**config.mk**
```make
export PLATFORM = sky130hd
export DESIGN_NAME = fp_compare
export DESIGN_NICKNAME = d
export VERILOG_FILES = /design/src/rtl/fp_compare.sv
export SDC_FILE = /design/constraint.sdc
export NUM_CORES = 1
export LEC_CHECK = 0
export ABC_AREA = 0
export CORE_MARGIN = 2
export CORE_UTILIZATION = 41
export CTS_CLUSTER_DIAMETER = 30
export DETAILED_ROUTE_END_ITERATION = 10
export GPL_ROUTABILITY_DRIVEN = 1
export PLACE_DENSITY_LB_ADDON = 0.12
export SETUP_SLACK_MARGIN = 0.1
export SLEW_MARGIN = 15
export SYNTH_ARGS = -nofsm -noshare
export SYNTH_HDL_FRONTEND = slang
export SYNTH_SLANG_ARGS = --single-unit
```
**constraint.sdc**
```tcl
create_clock -name clk -period 1.1 [get_ports clk]
set_clock_uncertainty 0.05 [all_clocks]
set_input_delay 0.11 -clock clk [delete_from_list [all_inputs] [get_ports clk]]
set_output_delay 0.11 -clock clk [all_outputs]
set_load 0.005 [all_outputs]
```
**src/rtl/fp_compare.sv**
```systemverilog
// Registered IEEE-754 binary32 comparator producing a>=b, a<=b and an unordered flag.
// STAGES selects output-register-only (1) or input plus output registers (2).
module fp_compare #(
  parameter int STAGES = 1
) (
  input  logic        clk,
  input  logic        reset,
  input  logic        in_valid,
  input  logic [31:0] dataa,
  input  logic [31:0] datab,
  output logic        out_valid,
  output logic        geq,
  output logic        leq,
  output logic        unordered
);

  typedef struct packed {
    logic geq;
    logic leq;
    logic unordered;
  } cmp_res_t;

  localparam cmp_res_t RES_EQ  = '{geq: 1'b1, leq: 1'b1, unordered: 1'b0};
  localparam cmp_res_t RES_GT  = '{geq: 1'b1, leq: 1'b0, unordered: 1'b0};
  localparam cmp_res_t RES_LT  = '{geq: 1'b0, leq: 1'b1, unordered: 1'b0};
  localparam cmp_res_t RES_NAN = '{geq: 1'b0, leq: 1'b0, unordered: 1'b1};

  logic [31:0] a_s;
  logic [31:0] b_s;
  logic        valid_s;

  generate
    if (STAGES == 2) begin : g_in_reg
      logic [31:0] a_q, b_q;
      logic        valid_q;

      // NOTE: sequential state uses non-blocking assignments so every register
      // samples pre-edge values; the async reset is in the sensitivity list.
      always_ff @(posedge clk or posedge reset) begin
        if (reset) begin
          a_q     <= '0;
          b_q     <= '0;
          valid_q <= 1'b0;
        end else begin
          a_q     <= dataa;
          b_q     <= datab;
          valid_q <= in_valid;
        end
      end

      assign a_s     = a_q;
      assign b_s     = b_q;
      assign valid_s = valid_q;
    end else if (STAGES == 1) begin : g_no_in_reg
      assign a_s     = dataa;
      assign b_s     = datab;
      assign valid_s = in_valid;
    end else begin : g_bad_stages
      $error("fp_compare: STAGES must be 1 or 2");
    end
  endgenerate

  logic     nan_a, nan_b, zero_a, zero_b, mag_a_gt;
  cmp_res_t res_d, res_q;
  logic     valid_q;

  assign nan_a    = (&a_s[30:23]) & (|a_s[22:0]);
  assign nan_b    = (&b_s[30:23]) & (|b_s[22:0]);
  assign zero_a   = ~|a_s[30:0];
  assign zero_b   = ~|b_s[30:0];
  assign mag_a_gt = a_s[30:0] > b_s[30:0];

  // Priority order matters: NaN beats identical bits, signed zeros compare equal.
  always_comb begin
    res_d = RES_EQ;
    if (nan_a || nan_b) begin
      res_d = RES_NAN;
    end else if ((zero_a && zero_b) || (a_s == b_s)) begin
      res_d = RES_EQ;
    end else if (a_s[31] != b_s[31]) begin
      res_d = a_s[31] ? RES_LT : RES_GT;
    end else if (!a_s[31]) begin
      res_d = mag_a_gt ? RES_GT : RES_LT;
    end else begin
      res_d = mag_a_gt ? RES_LT : RES_GT;
    end
  end

  always_ff @(posedge clk or posedge reset) begin
    if (reset) begin
      res_q   <= '0;
      valid_q <= 1'b0;
    end else begin
      res_q   <= res_d;
      valid_q <= valid_s;
    end
  end

  assign out_valid = valid_q;
  assign geq       = res_q.geq;
  assign leq       = res_q.leq;
  assign unordered = res_q.unordered;

endmodule

```
==> results of run 1 <==
==> synth_stat cells (all sizes together), types with 3 or more instances <==
cell,instances,area [µm²]
inv,32,120
ha,31,388
nor4,17,113
nand4,15,100
a21oi,12,63.8
nand2,7,26.3
o21ai,7,35.0
nor2,5,18.8
dfrtp,4,100
nor3,3,15.0
==> cell families after synthesis <==
group           after synthesis  synth area share, %
xor+xnor                      1                0.746
simple gates                 55                 27.6
flops                         4                 8.52
compound gates               36                 19.9
fa+ha+maj                    31                 33.0
buf+inv                      32                 10.2
==> stage by stage <==
step	hold WS (ns)	instances	util, %
2_1_floorplan	-0.174	159	-
3_3_place_gp	0.249	292	85.4
3_5_place_dp	0.276	292	85.4
4_1_cts	0.0181	302	92.7
==> timing repair <==
| action | in CTS |
|---|---|
| setup endpoints to repair | 7 |
| resized for setup | 290 |
| pin swaps | 43 |
| setup buffers | 7 |
| cloned | 0 |
| hold endpoints to repair | 0 |
==> run summary, run 1 <==
Status - stopped before the end
Failed at - global routing (5_1_grt)
First Err - [ERROR DPL-0038] Utilization greater than 100%, impossible to legalize
Async SR Flop Fraction - 100%
Pre-CTS WS - -1.21 ns
Syn Nets - 257
Syn avg cell area - 7.39 µm²
Worst endpoint, post-GRT repair - geq$_DFF_PP0_/D
Root Driver - clkbuf_4
Clock buffer depth - 2
# clock sinks - 4
Global placer's final weighted congestion - 0.877
Post-synth EDFFs - 0
Rows - 19
Hold-fix buffers at CTS - 0
Worst_ep kind - sequential cell input
Most common flop cell mapped by yosys - dfrtp_1
Largest net degree at the start of global routing - 5
Die Wd - 57.5 µm
# IOs - 71
#FFs+latches synth - 4
Post-synth cell types - 33
DPL Wire Length - 3980 µm
Sequential area share after synthesis - 8.52%
Mapped Cells - 159
Die span in y - 57.5 µm
Yosys Warn Count - 0
Dpl cell area - 0.00234 mm²
H-tree levels - 1
Initial Utilization - 43.0%
Syn Std Cell Area - 0.00117 mm²
Num CTS Buffers - 3
Port Buffer Count - 70
==> run 2: changes to the inputs <==
==> config.mk (replaced) <==
export PLATFORM = sky130hd
export DESIGN_NAME = fp_compare
export DESIGN_NICKNAME = d
export VERILOG_FILES = /design/src/rtl/fp_compare.sv
export SDC_FILE = /design/constraint.sdc
export NUM_CORES = 1
export LEC_CHECK = 0
export ABC_AREA = 0
export CORE_AREA = 2 2 63 65
export DETAILED_ROUTE_END_ITERATION = 10
export DIE_AREA = 0 0 65 67
export GPL_ROUTABILITY_DRIVEN = 1
export PLACE_DENSITY_LB_ADDON = 0.15
export SLEW_MARGIN = 15
export SYNTH_ARGS = -nofsm -noshare
export SYNTH_HDL_FRONTEND = slang
export SYNTH_SLANG_ARGS = --single-unit
==> run 2 against run 1 <==
The flow now finishes, with violations (negative setup slack); area after synthesis unchanged; synthesized cell count unchanged.
==> run summary, run 2 <==
Status - complete, but fails checks
Failing checks - negative setup slack
H-tree levels - 1
M2 GR Usage - 39.2%
Post-synth EDFFs - 0
Most frequent cell after synthesis - inv_1
Crit-path most repeated cell - o211ai_1
Hold WS - 0.0208 ns
Slew margin rel. - 76.4%
GRT busiest layer - met2
Die span in y - 67 µm
# IOs - 71
CTS tree - yes
Hold-fix buffers at CTS - 0
Synth area leaders - ha_1, inv_1, dfrtp_1
Crit-path max FO - 3
Worst vdd ir - 230 µV
Worst min path class - in -> async
Largest family of logic cells by synthesized area - adder cells
Post-synth cell types - 33
Area of the multi-input gates - 0.00145 mm²
Die Wd - 65 µm
Post-Synth Simple-Gate Area - 27.6%
Syn Nets - 257
Total gr overflow - 0
RSZ-0062 raised after global routing - yes
Met1 usage - 27.0%
Core area - 0.00361 mm²
Worst slew pin tran - 0.351 ns
Worst Slack Setup Final - -0.402 ns
Total GRT Usage - 22.0%
Num CTS Buffers - 3
Sequential area share after synthesis - 8.52%
Most common flop cell mapped by yosys - dfrtp_1
Setup Viol. Count Final - 3
Post-Synth Adder-Cell Area - 33.0%
Pre-CTS WS - -1.13 ns
Critical-path cell list - buf_2 -> inv_1 -> ha_4 -> nand4_1 -> nor4_2 -> o21bai_1 -> o211ai_1 -> o211ai_1 -> a21oi_2
Pre-antenna DRT Iters - 4
Yosys Warn Count - 0
Root Driver - clkbuf_8
Area leader, netlist - ha_1
Max Cap Violations - 0
Layout area overhead - 122%
Synth cell count leaders - inv_1, ha_1, nor4_1
Crit path DAT - 1.55 ns
Vias in the first global route - 1754
Fin crit period - 1.50 ns
First-pass GRT wire length - 7450 µm
CP Launch Type - input port
Crit-path max cell delay - 0.35 ns
Seq. cell area - 100 µm²
Met3 usage - 2.70%
Rows - 22
Antenna viol nets, final - 0
Pins Over Slew Limit - 0
Synth Area in Compound Gates - 19.9%
Mux contribution to synthesized area - 0%
DR WL/cell - 14.5 µm
Design Power - 1.39 mW
Nets - 371
Most frequent cells in the layout - buf_4, buf_2, ha_4, inv_2
Avg Vias per Cell - 5.11
Drt drc - 0
Initial Utilization - 32.6%
#FFs+latches synth - 4
Final Cell Area - 0.00260 mm²
Syn Std Cell Area - 0.00117 mm²
1st-iter DRT viols - 33
Final Hold Vio Count - 0
Mapped Cells - 159
Global placer's final weighted congestion - 0.863
Syn avg cell area - 7.39 µm²
Crit path from - datab[7]
Dpl cell area - 0.00237 mm²
Leakage - 1.11 nW
Port Buffer Count - 70
Tcrit/Tclk final - 137%
# clock sinks - 4
Fillers - 284
Fmax - 666 MHz
Crit end category - register
XOR/XNOR Fraction of Synth Area - 0.745%
Clock buffer depth - 2
Worst EP required - 1.15 ns
Die ar. - 0.00436 mm²
Most common cell after layout, fill and taps aside - buf_4
Vias - 1631
Pwr Density - 533 mW/mm²
DPL Wire Length - 3390 µm
Clock slew at reported path FFs - 0.03 ns
Worst setup path category - in -> reg
Total Routed Length - 4630 µm
Async SR Flop Fraction - 100%
Synth top area share - 33.0%
Initial antenna violation count - 0
Share of cells above drive strength 1 - 65.7%
# diodes - 0
Largest net degree at the start of global routing - 5
CP max stage cell - nor4_2
[run 2: cell counts after synthesis]
Identical to the previous run, type by type.
[run 2: kinds of logic (layout without fill, tap and decap cells)]
kind of cell / after synthesis / after routing
AOI/OAI and AO/OA: 36 / 36
xor gates and xnor gates: 1 / 1
adders and majority gates: 31 / 31
buffers and inverters: 32 / 144
DFF: 4 / 4
and+or+nand+nor: 55 / 55
[run 2: cell type report]
cell class	count	share of cell area, %
Multi-Input combinational cell	123	55.5
Sequential cell	4	3.84
Timing Repair Buffer	109	31.3
Tap cell	48	2.31
Clock buffer	3	1.59
Inverter	32	5.48
[run 2: what timing repair did]
item,in CTS,in global routing
pin swaps,41,22
setup buffers,5,1
setup endpoints to repair,7,3
gates resized for setup,286,35
[run 2: routing by layer]
layer,share of wire (%),routed length (µm)
met1,44,2040
met2,50,2310
met3,4.6,211
met4,1.6,72
met5,0,0
[run 2: worst max-delay path by stage]
stage | to | cells past startpoint
floorplan | geq | 8
global placement | geq | 10
detailed placement | geq | 10
CTS | geq | 11
global route | leq | 9
finish | leq | 9
[run 2: worst max-delay path, delay by kind of cell]
| kind | cells | cell delay [ns] |
|---|---|---|
| simple gates | 2 | 0.55 |
| buf+inv | 2 | 0.15 |
| compound gates | 4 | 0.48 |
| fa+ha+maj | 1 | 0.26 |
[run 2: power by group]
| group | leakage (nW) | total [mW] | internal, mW | switching (mW) |
|---|---|---|---|---|
| clock network | 0.0216 | 0.330 | 0.235 | 0.0952 |
| registers | 0.0489 | 0.162 | 0.160 | 0.00187 |
| logic | 1.04 | 0.896 | 0.496 | 0.400 |
[run 2: stage by stage]
step                      setup TNS [ns]  instances  utilization (%)
after floorplan                   -0.732        159                -
after global placement             -2.83        311             65.8
after detailed placement           -2.92        311             65.8
after CTS                         -0.879        319             69.8
after global routing               -1.22        319             72.2
final                             -0.856        319             72.2
Note: power is estimated with default switching activity, not from simulation.
